==> src/rtl/egd_pkg.sv <==
// Shared definitions for the Exp-Golomb stream decoder: request modes,
// FSM states and default widths.
package egd_pkg;

  typedef enum logic [1:0] {
    EGD_UE = 2'b00,
    EGD_SE = 2'b01,
    EGD_TE = 2'b10,
    EGD_UN = 2'b11
  } egd_mode_e;

  typedef enum logic [1:0] {
    ST_IDLE   = 2'b00,
    ST_DECODE = 2'b01,
    ST_HOLD   = 2'b10
  } egd_state_e;

  localparam int EGD_IN_W   = 16;
  localparam int EGD_OUT_W  = 16;
  localparam int EGD_MAX_LZ = 15;

endpackage

==> src/rtl/egd_lzc.sv <==
// Leading-zero counter over a left-aligned window, limited to the first
// i_level bits; o_all_zero means no 1 was found inside the valid bits.
module egd_lzc #(
  parameter int BUF_W = 32,
  parameter int LVL_W = $clog2(BUF_W + 1)
) (
  input  logic [BUF_W-1:0] i_buf,
  input  logic [LVL_W-1:0] i_level,
  output logic [LVL_W-1:0] o_lz,
  output logic             o_all_zero
);

  logic [LVL_W-1:0] w_clz;

  // NOTE: every signal driven from always_comb gets a default before any
  // conditional assignment, otherwise a latch is inferred.
  always_comb begin
    w_clz = LVL_W'(BUF_W);
    for (int i = 0; i < BUF_W; i++) begin
      if (i_buf[i]) w_clz = LVL_W'(BUF_W - 1 - i);
    end
  end

  assign o_all_zero = (w_clz >= i_level);
  assign o_lz       = o_all_zero ? i_level : w_clz;

endmodule

==> src/rtl/egd_stream_decoder.sv <==
// H.264 ue/se/te/u(n) syntax-element decoder over a 2*IN_W-bit bitstream
// buffer, refilled by a valid/ready word port and drained per request.
module egd_stream_decoder
  import egd_pkg::*;
#(
  parameter int IN_W   = EGD_IN_W,
  parameter int OUT_W  = EGD_OUT_W,
  parameter int MAX_LZ = EGD_MAX_LZ
) (
  input  logic                           clk,
  input  logic                           reset_n,
  input  logic                           flush,
  input  logic [IN_W-1:0]                bs_data,
  input  logic                           bs_valid,
  output logic                           bs_ready,
  input  logic                           req_valid,
  output logic                           req_ready,
  input  logic [1:0]                     req_mode,
  input  logic [4:0]                     req_len,
  output logic                           res_valid,
  input  logic                           res_ready,
  output logic [OUT_W-1:0]               res_value,
  output logic [5:0]                     res_bits,
  output logic                           res_err,
  output logic [$clog2(2*IN_W+1)-1:0]    buf_level
);

  localparam int BUF_W = 2 * IN_W;
  localparam int LVL_W = $clog2(BUF_W + 1);

  egd_state_e       r_state, w_state_next;
  egd_mode_e        r_mode;
  logic [4:0]       r_len;
  logic [BUF_W-1:0] r_buf, w_buf_next, w_top, w_k;
  logic [LVL_W-1:0] r_level, w_lvl_next, w_lvl_kept, w_consumed, w_lz;
  logic             w_all_zero, r_alive;
  logic [OUT_W-1:0] r_res_value, w_value;
  logic [5:0]       r_res_bits, w_bits;
  logic             r_res_err, w_err, w_done, w_req_fire, w_push;

  function automatic logic [BUF_W-1:0] f_top(input logic [BUF_W-1:0] data, input int n);
    f_top = (n == 0) ? '0 : data >> (BUF_W - n);
  endfunction

  egd_lzc #(.BUF_W(BUF_W), .LVL_W(LVL_W)) u_lzc (
    .i_buf      (r_buf),
    .i_level    (r_level),
    .o_lz       (w_lz),
    .o_all_zero (w_all_zero)
  );

  // The top 2*LZ+1 bits read as a number are 2^LZ + info, so k is that minus one.
  always_comb begin : p_decode
    int need;
    int lz_i;
    w_done  = 1'b0;
    w_err   = 1'b0;
    w_bits  = '0;
    w_value = '0;
    w_top   = '0;
    w_k     = '0;
    need    = 0;
    lz_i    = int'(w_lz);
    if (r_state == ST_DECODE) begin
      if (r_mode == EGD_UN || (r_mode == EGD_TE && r_len == 5'd1)) begin
        need = (r_mode == EGD_UN) ? int'(r_len) : 1;
        if (int'(r_level) >= need) begin
          w_done  = 1'b1;
          w_bits  = 6'(need);
          w_top   = f_top(r_buf, need);
          w_value = (r_mode == EGD_UN) ? OUT_W'(w_top) : OUT_W'(!w_top[0]);
        end
      end else if (lz_i > MAX_LZ) begin
        w_done = 1'b1;
        w_err  = 1'b1;
        w_bits = 6'(MAX_LZ + 1);
      end else if (!w_all_zero && int'(r_level) >= 2 * lz_i + 1) begin
        need   = 2 * lz_i + 1;
        w_done = 1'b1;
        w_bits = 6'(need);
        w_top  = f_top(r_buf, need);
        w_k    = w_top - BUF_W'(1);
        if (r_mode == EGD_SE)
          w_value = w_k[0] ? OUT_W'((w_k + BUF_W'(1)) >> 1) : OUT_W'(-(w_k >> 1));
        else
          w_value = OUT_W'(w_k);
      end
    end
  end

  // Consumption is removed first; a pushed word lands right after what remains.
  assign w_req_fire = req_valid && req_ready;
  assign w_push     = bs_valid && bs_ready;
  assign w_consumed = LVL_W'(w_bits);
  assign w_lvl_kept = r_level - w_consumed;
  assign w_buf_next = (r_buf << w_consumed)
                    | (w_push ? ({bs_data, {IN_W{1'b0}}} >> w_lvl_kept) : '0);
  assign w_lvl_next = w_lvl_kept + (w_push ? LVL_W'(IN_W) : '0);

  // NOTE: registered state is always updated with non-blocking assignments
  // so every flop samples the pre-edge values of its inputs.
  always_ff @(posedge clk or negedge reset_n) begin
    if (!reset_n)   r_state <= ST_IDLE;
    else if (flush) r_state <= ST_IDLE;
    else            r_state <= w_state_next;
  end

  always_comb begin
    w_state_next = r_state;
    unique case (r_state)
      ST_IDLE:   if (w_req_fire) w_state_next = ST_DECODE;
      ST_DECODE: if (w_done)     w_state_next = ST_HOLD;
      ST_HOLD:   if (res_ready)  w_state_next = ST_IDLE;
      default:                   w_state_next = ST_IDLE;
    endcase
  end

  // r_alive keeps the ready outputs low until the first edge after reset.
  always_comb begin
    req_ready = r_alive && (r_state == ST_IDLE);
    res_valid = (r_state == ST_HOLD);
    bs_ready  = r_alive && (r_level <= LVL_W'(BUF_W - IN_W));
  end

  always_ff @(posedge clk or negedge reset_n) begin
    if (!reset_n) begin
      r_alive     <= 1'b0;
      r_buf       <= '0;
      r_level     <= '0;
      r_mode      <= EGD_UE;
      r_len       <= '0;
      r_res_value <= '0;
      r_res_bits  <= '0;
      r_res_err   <= 1'b0;
    end else begin
      r_alive <= 1'b1;
      if (flush) begin
        r_buf       <= '0;
        r_level     <= '0;
        r_mode      <= EGD_UE;
        r_len       <= '0;
        r_res_value <= '0;
        r_res_bits  <= '0;
        r_res_err   <= 1'b0;
      end else begin
        r_buf   <= w_buf_next;
        r_level <= w_lvl_next;
        if (w_req_fire) begin
          r_mode <= egd_mode_e'(req_mode);
          r_len  <= req_len;
        end
        if (w_done) begin
          r_res_value <= w_value;
          r_res_bits  <= w_bits;
          r_res_err   <= w_err;
        end
      end
    end
  end

  assign res_value = r_res_value;
  assign res_bits  = r_res_bits;
  assign res_err   = r_res_err;
  assign buf_level = r_level;

endmodule

==> config.mk <==
export PLATFORM = sky130hd
export DESIGN_NAME = egd_stream_decoder
export DESIGN_NICKNAME = d
export VERILOG_FILES = /design/src/rtl/egd_pkg.sv /design/src/rtl/egd_lzc.sv /design/src/rtl/egd_stream_decoder.sv
export SDC_FILE = /design/constraint.sdc
export NUM_CORES = 1
export LEC_CHECK = 0
export BUFFER_PORTS_ARGS = -buffer_cell sky130_fd_sc_hd__buf_2
export CAP_MARGIN = 15
export CORE_ASPECT_RATIO = 0.9
export CORE_MARGIN = 4
export CORE_UTILIZATION = 30
export CTS_CLUSTER_SIZE = 14
export DETAILED_ROUTE_END_ITERATION = 8
export MAX_ROUTING_LAYER = met4
export SLEW_MARGIN = 20
export SYNTH_ARGS = -nofsm -noshare
export SYNTH_HDL_FRONTEND = slang
export SYNTH_SLANG_ARGS = --single-unit
==> constraint.sdc <==
create_clock -name clk -period 7.84 [get_ports clk]
set_input_delay 0.784 -clock clk [delete_from_list [all_inputs] [get_ports clk]]
set_output_delay 0.784 -clock clk [all_outputs]
set_load 0.05 [all_outputs]
==> qor.csv, run 1 <==
stage,metric,value,unit
outcome,run_status,"finished, final reports clean",
synth,ys_seq_elements,71,
synth,syn_avg_cell_area,7.54,um^2
sta,worstMarginPinSlew,1.19,ns
critical_path,biggest_fanout_along_the_worst_timing_path,19,
critical_path,timing.setup.critical_path_class,reg2reg,
critical_path,r2r_end,res_value[14],
critical_path,cp-startpoint,r_buf[1],
routing,first_pass_iters,6,
critical_path,rrSetupSlack,0.32,ns
grt,initial_antenna_violation_count,0,
sta,final_period_minus_worst_setup_slack,7.52,ns
floorplan,fp.dieArea,0.0407,mm^2
sta,layout_worst_path_cycle_share,96.0,%
layout,antenna_cells,0,
sta,clock_skew,0.0127,ns
clocking,max-clock-path-buffers,2,
sta,timing.final.hold_violations,0,
critical_path,crit-reg2reg-launch,r_buf[1],
synth,synthDominantCellAreaShare,15.8,%
routing,detail_route.wirelength,45600,um
clocking,clock_input_transition_at_the_sequential_cells_of_the_worst_setup_and_hold_paths,0.07,ns
critical_path,crit_cells,28,
layout,mostFrequentLayoutCell,sky130_fd_sc_hd__nand2_1,
critical_path,crit_path_start_kind,flop,
critical_path,cp_slowest_cell,sky130_fd_sc_hd__or4_1,
critical_path,path_delay_family,simple AND/OR/NAND/NOR gates,
placed_design,io_buffer_count,60,
clocking,cts.root.buffer_cell,sky130_fd_sc_hd__clkbuf_16,
synth,post_synth_instance_area,0.0112,mm^2
floorplan,initial_core_util,30.3,%
critical_path,crit_top_cell,sky130_fd_sc_hd__a21o_1,
floorplan,design.core.area,0.0371,mm^2
critical_path,worstPathArrival,7.79,ns
synth,synth_cell_types,108,
placed_design,placed_cells_incl_taps,2002,
synth,postSynthNetCount,1550,
clocking,h-tree-depth,3,
routing,drt_iter0_markers,1343,
floorplan,io-pin-count,61,
routing,post_detailed_route_wirelength_per_cell,22.6,um
layout,post-route-cell-area,0.0127,mm^2
placed_design,finalWeightedCongestion,1.01,
layout,drive_gt1_share,17.6,%
clocking,worst_skew_pair.late_latency,0.38,ns
sta,rsz0062_at_grt,true,
routing,vias_per_cell,6.12,
routing,detailroute.via_count,12400,
worst_hold_path,worstHoldStart,res_bits[5],
synth,post_synth_inst_count,1492,
grt,gr-total-overflow,0,
routing,wl_met3,3230,um
sta,achievable-frequency,133,MHz
clocking,cts_num_sinks,71,
floorplan,die_y,192,um
synth,synth-async-reset-ratio,100,%
synth,library_cell_occupying_the_most_area_in_the_post_synthesis_netlist,sky130_fd_sc_hd__dfrtp_1,
grt,grt_pass1_vias,11900,
critical_path,critical_path_buf_inv_count,4,
sta,holdWs,0.481,ns
layout,multiInputGateArea,0.00886,mm^2
synth,leading_cell_types_by_total_area_after_synthesis,"sky130_fd_sc_hd__dfrtp_1, sky130_fd_sc_hd__mux2i_1, sky130_fd_sc_hd__nand2_1, sky130_fd_sc_hd__a21oi_1, sky130_fd_sc_hd__nor2_1",
grt,grt_first_pass_wirelength,70500,um
clocking,total_cts_buffers,9,
layout,layout_common_cells,"sky130_fd_sc_hd__nand2_1, sky130_fd_sc_hd__mux2i_1, sky130_fd_sc_hd__nor2_1, sky130_fd_sc_hd__a21oi_1, sky130_fd_sc_hd__buf_4",
critical_path,worstSetupEndpointType,flop,
synth,synth_ff_type,sky130_fd_sc_hd__dfrtp_1,
synth,synth-warning-count,0,
routing,number_of_antenna_violating_nets_in_the_routed_design,0,
placed_design,detailed_place_hpwl,35500,um
routing,drc_errors,0,
critical_path,timing.reg2reg.worst_path_depth,28,
routing,dr_wl_met2,20600,um
sta,drv_slew,0,
placed_design,place_area,0.0123,mm^2
layout,seq_area,0.00178,mm^2
layout,layout.filler_cells,3901,
layout,area_growth,13.0,%
critical_path,critPathMaxStageDelay,0.63,ns
layout,postLayoutCoreUtil,34.2,%
routing,m1WireLength,20200,um
critical_path,cp_data_required_time,8.10,ns
job,max-cap-violations,0,
synth,number_of_flops_mapped_to_enable_cells_by_yosys,0,
clocking,tritoncts_clock_tree,yes,
layout,nets,1591,
grt,grt_start_max_net_pins,72,
synth,seq_area_frac_synth,15.8,%
sta,slew-limit-headroom,19.7,%
worst_hold_path,hold_path.class,reg2reg,
critical_path,crit_path_end,res_value[14],
routing,top_layer_in_use,met4,
grt,groute.usage.overall,22.6,%
sta,final-setup-viol-count,0,
floorplan,rows,67,
floorplan,die_w,212,um
layout,final_cell_count_no_fill,2021,
==> layer usage <==
layer / vias up / global-route usage [%]
met1: 6023 / 30.3
met5: - / -
met3: 109 / 3.20
li1: 5681 / -
met4: 0 / 7.73
met2: 558 / 34.9
==> state kept, by name (all words and copies together), names as in the netlist <==
register,cells
r_len,5
r_alive,1
r_state,2
r_mode,2
res_bits,6
buf_level,6
res_err,1
res_value,16
r_buf,32
==> layout make-up <==
class,count,share of cell area (%)
multi-input cells,1263,69.7
flip-flops and latches,71,14.0
repair buffers,155,8.05
well taps,483,4.76
clock buffers,9,1.77
inverters,33,1.03
clock inverters,7,0.630
==> Yosys cell counts, types with 8 or more instances <==
cell type and instances:
sky130_fd_sc_hd__nor3_1 34, sky130_fd_sc_hd__a211oi_1 32, sky130_fd_sc_hd__ha_1 28, sky130_fd_sc_hd__nor2_1 127
sky130_fd_sc_hd__nand4_1 10, sky130_fd_sc_hd__a22oi_1 13, sky130_fd_sc_hd__mux4_2 17, sky130_fd_sc_hd__o22ai_1 17
sky130_fd_sc_hd__o21ai_0 86, sky130_fd_sc_hd__o31ai_1 9, sky130_fd_sc_hd__or3_1 11, sky130_fd_sc_hd__xor2_1 9
sky130_fd_sc_hd__nand3_1 38, sky130_fd_sc_hd__buf_1 16, sky130_fd_sc_hd__o211ai_1 19, sky130_fd_sc_hd__a21o_1 16
sky130_fd_sc_hd__o21a_1 8, sky130_fd_sc_hd__nor2b_1 21, sky130_fd_sc_hd__inv_1 25, sky130_fd_sc_hd__a22o_1 18
sky130_fd_sc_hd__mux2i_1 176, sky130_fd_sc_hd__xnor2_1 17, sky130_fd_sc_hd__a21oi_1 99, sky130_fd_sc_hd__nor4_1 11
sky130_fd_sc_hd__clkbuf_1 75, sky130_fd_sc_hd__a31oi_1 28, sky130_fd_sc_hd__nand2b_1 20, sky130_fd_sc_hd__and3_1 21
sky130_fd_sc_hd__dfrtp_1 71, sky130_fd_sc_hd__mux2_2 11, sky130_fd_sc_hd__buf_2 25, sky130_fd_sc_hd__nand2_1 187
sky130_fd_sc_hd__and2_1 23
==> worst register-to-register path, delay by kind of cell, from the launching register on <==
| kind | cells | cell delay (ns) |
|---|---|---|
| compound gates | 10 | 2.10 |
| buf+inv | 4 | 0.71 |
| fa+ha+maj | 2 | 0.62 |
| simple gates | 11 | 3.15 |
| mux | 1 | 0.34 |
| flops | 1 | 0.51 |
==> through the flow <==
| stage | setup WS (ns) | TNS, ns |
|---|---|---|
| global placement | 0.115 | 0 |
| finish | 0.316 | 0 |
| CTS | 0.0620 | 0 |
| detailed placement | 0.101 | 0 |
| global route | -0.0145 | -0.0145 |
| floorplan | 0.00220 | 0 |
==> worst min path at each step <==
stage,to,depth (start not counted)
finish,res_bits[5],1
global route,res_value[8],2
CTS,res_value[8],2
detailed placement,res_bits[5],1
global placement,res_bits[5],1
floorplan,buf_level[0],0
==> cell families after synthesis <==
family	Yosys count	synth area share, %
AND/OR/NAND/NOR	544	24.1
buffers and inverters	158	6.15
XOR/XNOR	27	2.17
other	1	0.0333
flip-flops	71	15.8
multiplexers	205	20.3
adder cells (fa/ha/maj)	29	3.29
AO/OA/AOI/OAI	457	28.1
==> what timing repair did <==
item                                    in CTS  in global routing
endpoints found under the setup margin       0                 35
gates resized for setup                      0                 15
setup buffers                                0                  3
hold buffers                                 0                  0
Power of run 1 is not shown: default switching activity piles up to over one toggle a cycle in this logic, so the estimate is an artifact.
==> inputs of run 2 (changes only) <==
clock period = 9 ns   (was 7.84 ns; I/O delays follow)
==> run 2 against run 1 <==
- sequential share of layout area is 0.40 points higher
- register-to-register slack better by 0.38 ns
- worst hold slack improved by 0.0035 ns
==> qor.csv, run 2 (synthesized netlist as in run 1, its figures left out) <==
stage,metric,value,unit,change
layout,top_register,r_buf,,
clocking,tritoncts_clock_tree,yes,,
floorplan,initial_core_util,30.3,%,unchanged
sta,timing.final.hold_violations,0,,unchanged
sta,final_period_minus_worst_setup_slack,8.30,ns,+0.778 ns
floorplan,rows,67,,unchanged
critical_path,biggest_fanout_along_the_worst_timing_path,17,,-2
grt,grt_pass1_vias,11700,,-2.2%
critical_path,cp_slowest_cell,sky130_fd_sc_hd__xor2_1,,
sta,rsz0062_at_grt,false,,
clocking,h-tree-depth,3,,unchanged
routing,first_pass_iters,6,,unchanged
job,max-cap-violations,0,,unchanged
floorplan,fp.dieArea,0.0407,mm^2,unchanged
critical_path,worstSetupEndpointType,flop,,
layout,mostFrequentLayoutCell,sky130_fd_sc_hd__nand2_1,,
routing,drc_errors,0,,unchanged
sta,finalSetupTns,0,ns,unchanged
critical_path,crit_path_end,r_buf[6],,
critical_path,rrSetupSlack,0.70,ns,+0.38 ns
critical_path,timing.reg2reg.worst_path_depth,30,,+7.1%
critical_path,r2r_end,r_buf[6],,
routing,detail_route.wirelength,44700,um,-2.1%
routing,post_detailed_route_wirelength_per_cell,22.6,um,+0.23%
critical_path,crit-reg2reg-launch,r_buf[25],,
layout,largest_register_ff_count,32,,unchanged
routing,number_of_antenna_violating_nets_in_the_routed_design,0,,unchanged
clocking,worst_skew_pair.late_latency,0.37,ns,about the same
layout,layout_common_cells,"sky130_fd_sc_hd__nand2_1, sky130_fd_sc_hd__mux2i_1, sky130_fd_sc_hd__nor2_1, sky130_fd_sc_hd__a21oi_1, sky130_fd_sc_hd__o21ai_0",,
layout,drive_gt1_share,14.5,%,-3.1 points
critical_path,critPathMaxStageDelay,0.79,ns,+0.16 ns
sta,drv_slew,0,,unchanged
routing,drt_iter0_markers,1516,,+13%
grt,groute.usage.overall,22.0,%,-0.55 points
clocking,clock_input_transition_at_the_sequential_cells_of_the_worst_setup_and_hold_paths,0.06,ns,about the same
floorplan,io-pin-count,61,,unchanged
clocking,cts_num_sinks,71,,unchanged
layout,nets,1546,,-2.8%
placed_design,finalWeightedCongestion,1.01,,+0.56%
sta,clock_skew,0.0145,ns,+0.00181 ns
clocking,cts.root.buffer_cell,sky130_fd_sc_hd__clkbuf_16,,
placed_design,detailed_place_hpwl,33700,um,-4.9%
layout,multiInputGateArea,0.00883,mm^2,-0.32%
critical_path,worstPathArrival,8.54,ns,+0.75 ns
floorplan,die_y,192,um,unchanged
critical_path,crit_top_cell,sky130_fd_sc_hd__a21o_1,,
sta,final-setup-viol-count,0,,unchanged
sta,layout_worst_path_cycle_share,92.3,%,-3.7 points
critical_path,cp_data_required_time,9.24,ns,+1.14 ns
outcome,run_status,"finished, final reports clean",,
routing,detailroute.via_count,12300,,-0.91%
grt,grt_start_max_net_pins,72,,unchanged
grt,initial_antenna_violation_count,0,,unchanged
critical_path,timing.setup.critical_path_class,reg2reg,,
grt,grt_first_pass_wirelength,68600,um,-2.7%
placed_design,io_buffer_count,60,,unchanged
floorplan,die_w,212,um,unchanged
critical_path,cp-startpoint,r_buf[25],,
routing,vias_per_cell,6.21,,+1.4%
layout,antenna_cells,0,,unchanged
floorplan,design.core.area,0.0371,mm^2,unchanged
sta,achievable-frequency,120,MHz,-9.4%
sta,slew-limit-headroom,34.3,%,+15 points
layout,layout.filler_cells,4012,,+2.8%
sta,worstMarginPinSlew,0.986,ns,-0.208 ns
clocking,total_cts_buffers,9,,unchanged
grt,gr-total-overflow,0,,unchanged
worst_hold_path,hold_path.class,reg2reg,,
clocking,max-clock-path-buffers,2,,unchanged
critical_path,crit_path_start_kind,flop,,
layout,area_growth,9.51,%,
layout,seq_area,0.00178,mm^2,-0.28%
==> run 2: cell count changes in the layout (fill, tap and decap cells not counted), moves of 2 or more <==
cell,before,now
sky130_fd_sc_hd__clkinv_4,2,0
sky130_fd_sc_hd__clkinvlp_4,1,3
sky130_fd_sc_hd__dfrtp_1,67,71
sky130_fd_sc_hd__dfrtp_2,4,0
sky130_fd_sc_hd__buf_4,94,51
sky130_fd_sc_hd__buf_6,2,0
sky130_fd_sc_hd__xnor2_1,13,15
sky130_fd_sc_hd__xnor2_2,5,3
==> run 2: stage by stage <==
stage	setup WS, ns	utilization [%]	hold WS, ns	cell area [um^2]	instances
2_1_floorplan	1.08	-	0.488	11200	1492
3_3_place_gp	0.899	32.3	0.464	12000	1960
3_5_place_dp	0.723	32.3	0.472	12000	1960
4_1_cts	0.693	33.1	0.489	12300	1975
5_1_grt	0.0686	33.2	0.495	12300	1975
6_report	0.697	33.2	0.484	12300	1975
==> run 2: how the worst min path moves through the flow <==
stage                startpoint           to  slack (ns)  cells past startpoint
floorplan              r_len[4]     r_len[4]        0.49                      1
global placement    res_bits[5]  res_bits[5]        0.46                      1
detailed placement  res_bits[5]  res_bits[5]        0.47                      1
CTS                 res_bits[5]  res_bits[5]        0.49                      1
global route        res_bits[5]  res_bits[5]        0.50                      1
finish              res_bits[5]  res_bits[5]        0.48                      1
==> run 2: per-layer routing <==
metal	GRT usage, %	wire length (um)	up-vias
met5	-	0	-
met4	7.13	1330	0
met3	3.33	3750	94
met2	32.5	19600	634
met1	30.9	20000	5937
li1	-	-	5594
==> run 2: cell type report <==
type / instances / area share (%)
Timing Repair Buffer: 110 / 5.51
Clock buffer: 9 / 1.83
Clock inverter: 6 / 0.569
Sequential cell: 71 / 14.4
Inverter: 33 / 1.07
Tap cell: 483 / 4.91
Multi-Input combinational cell: 1263 / 71.7
==> run 2: critical path, delay by kind of cell (launching register included) <==
family	cells	cell delay [ns]
adder cells (fa/ha/maj)	3	0.96
buffers and inverters	4	0.65
flip-flops	1	0.64
AND/OR/NAND/NOR	9	2.61
AO/OA/AOI/OAI	13	2.50
XOR/XNOR	1	0.79
==> run 2: repair_timing <==
action,4_1_cts,5_1_grt
hold buffers,0,0
buffers inserted,0,0
resized for setup,0,2
setup endpoints to repair,0,6
Power of run 2 is left out for the same reason.
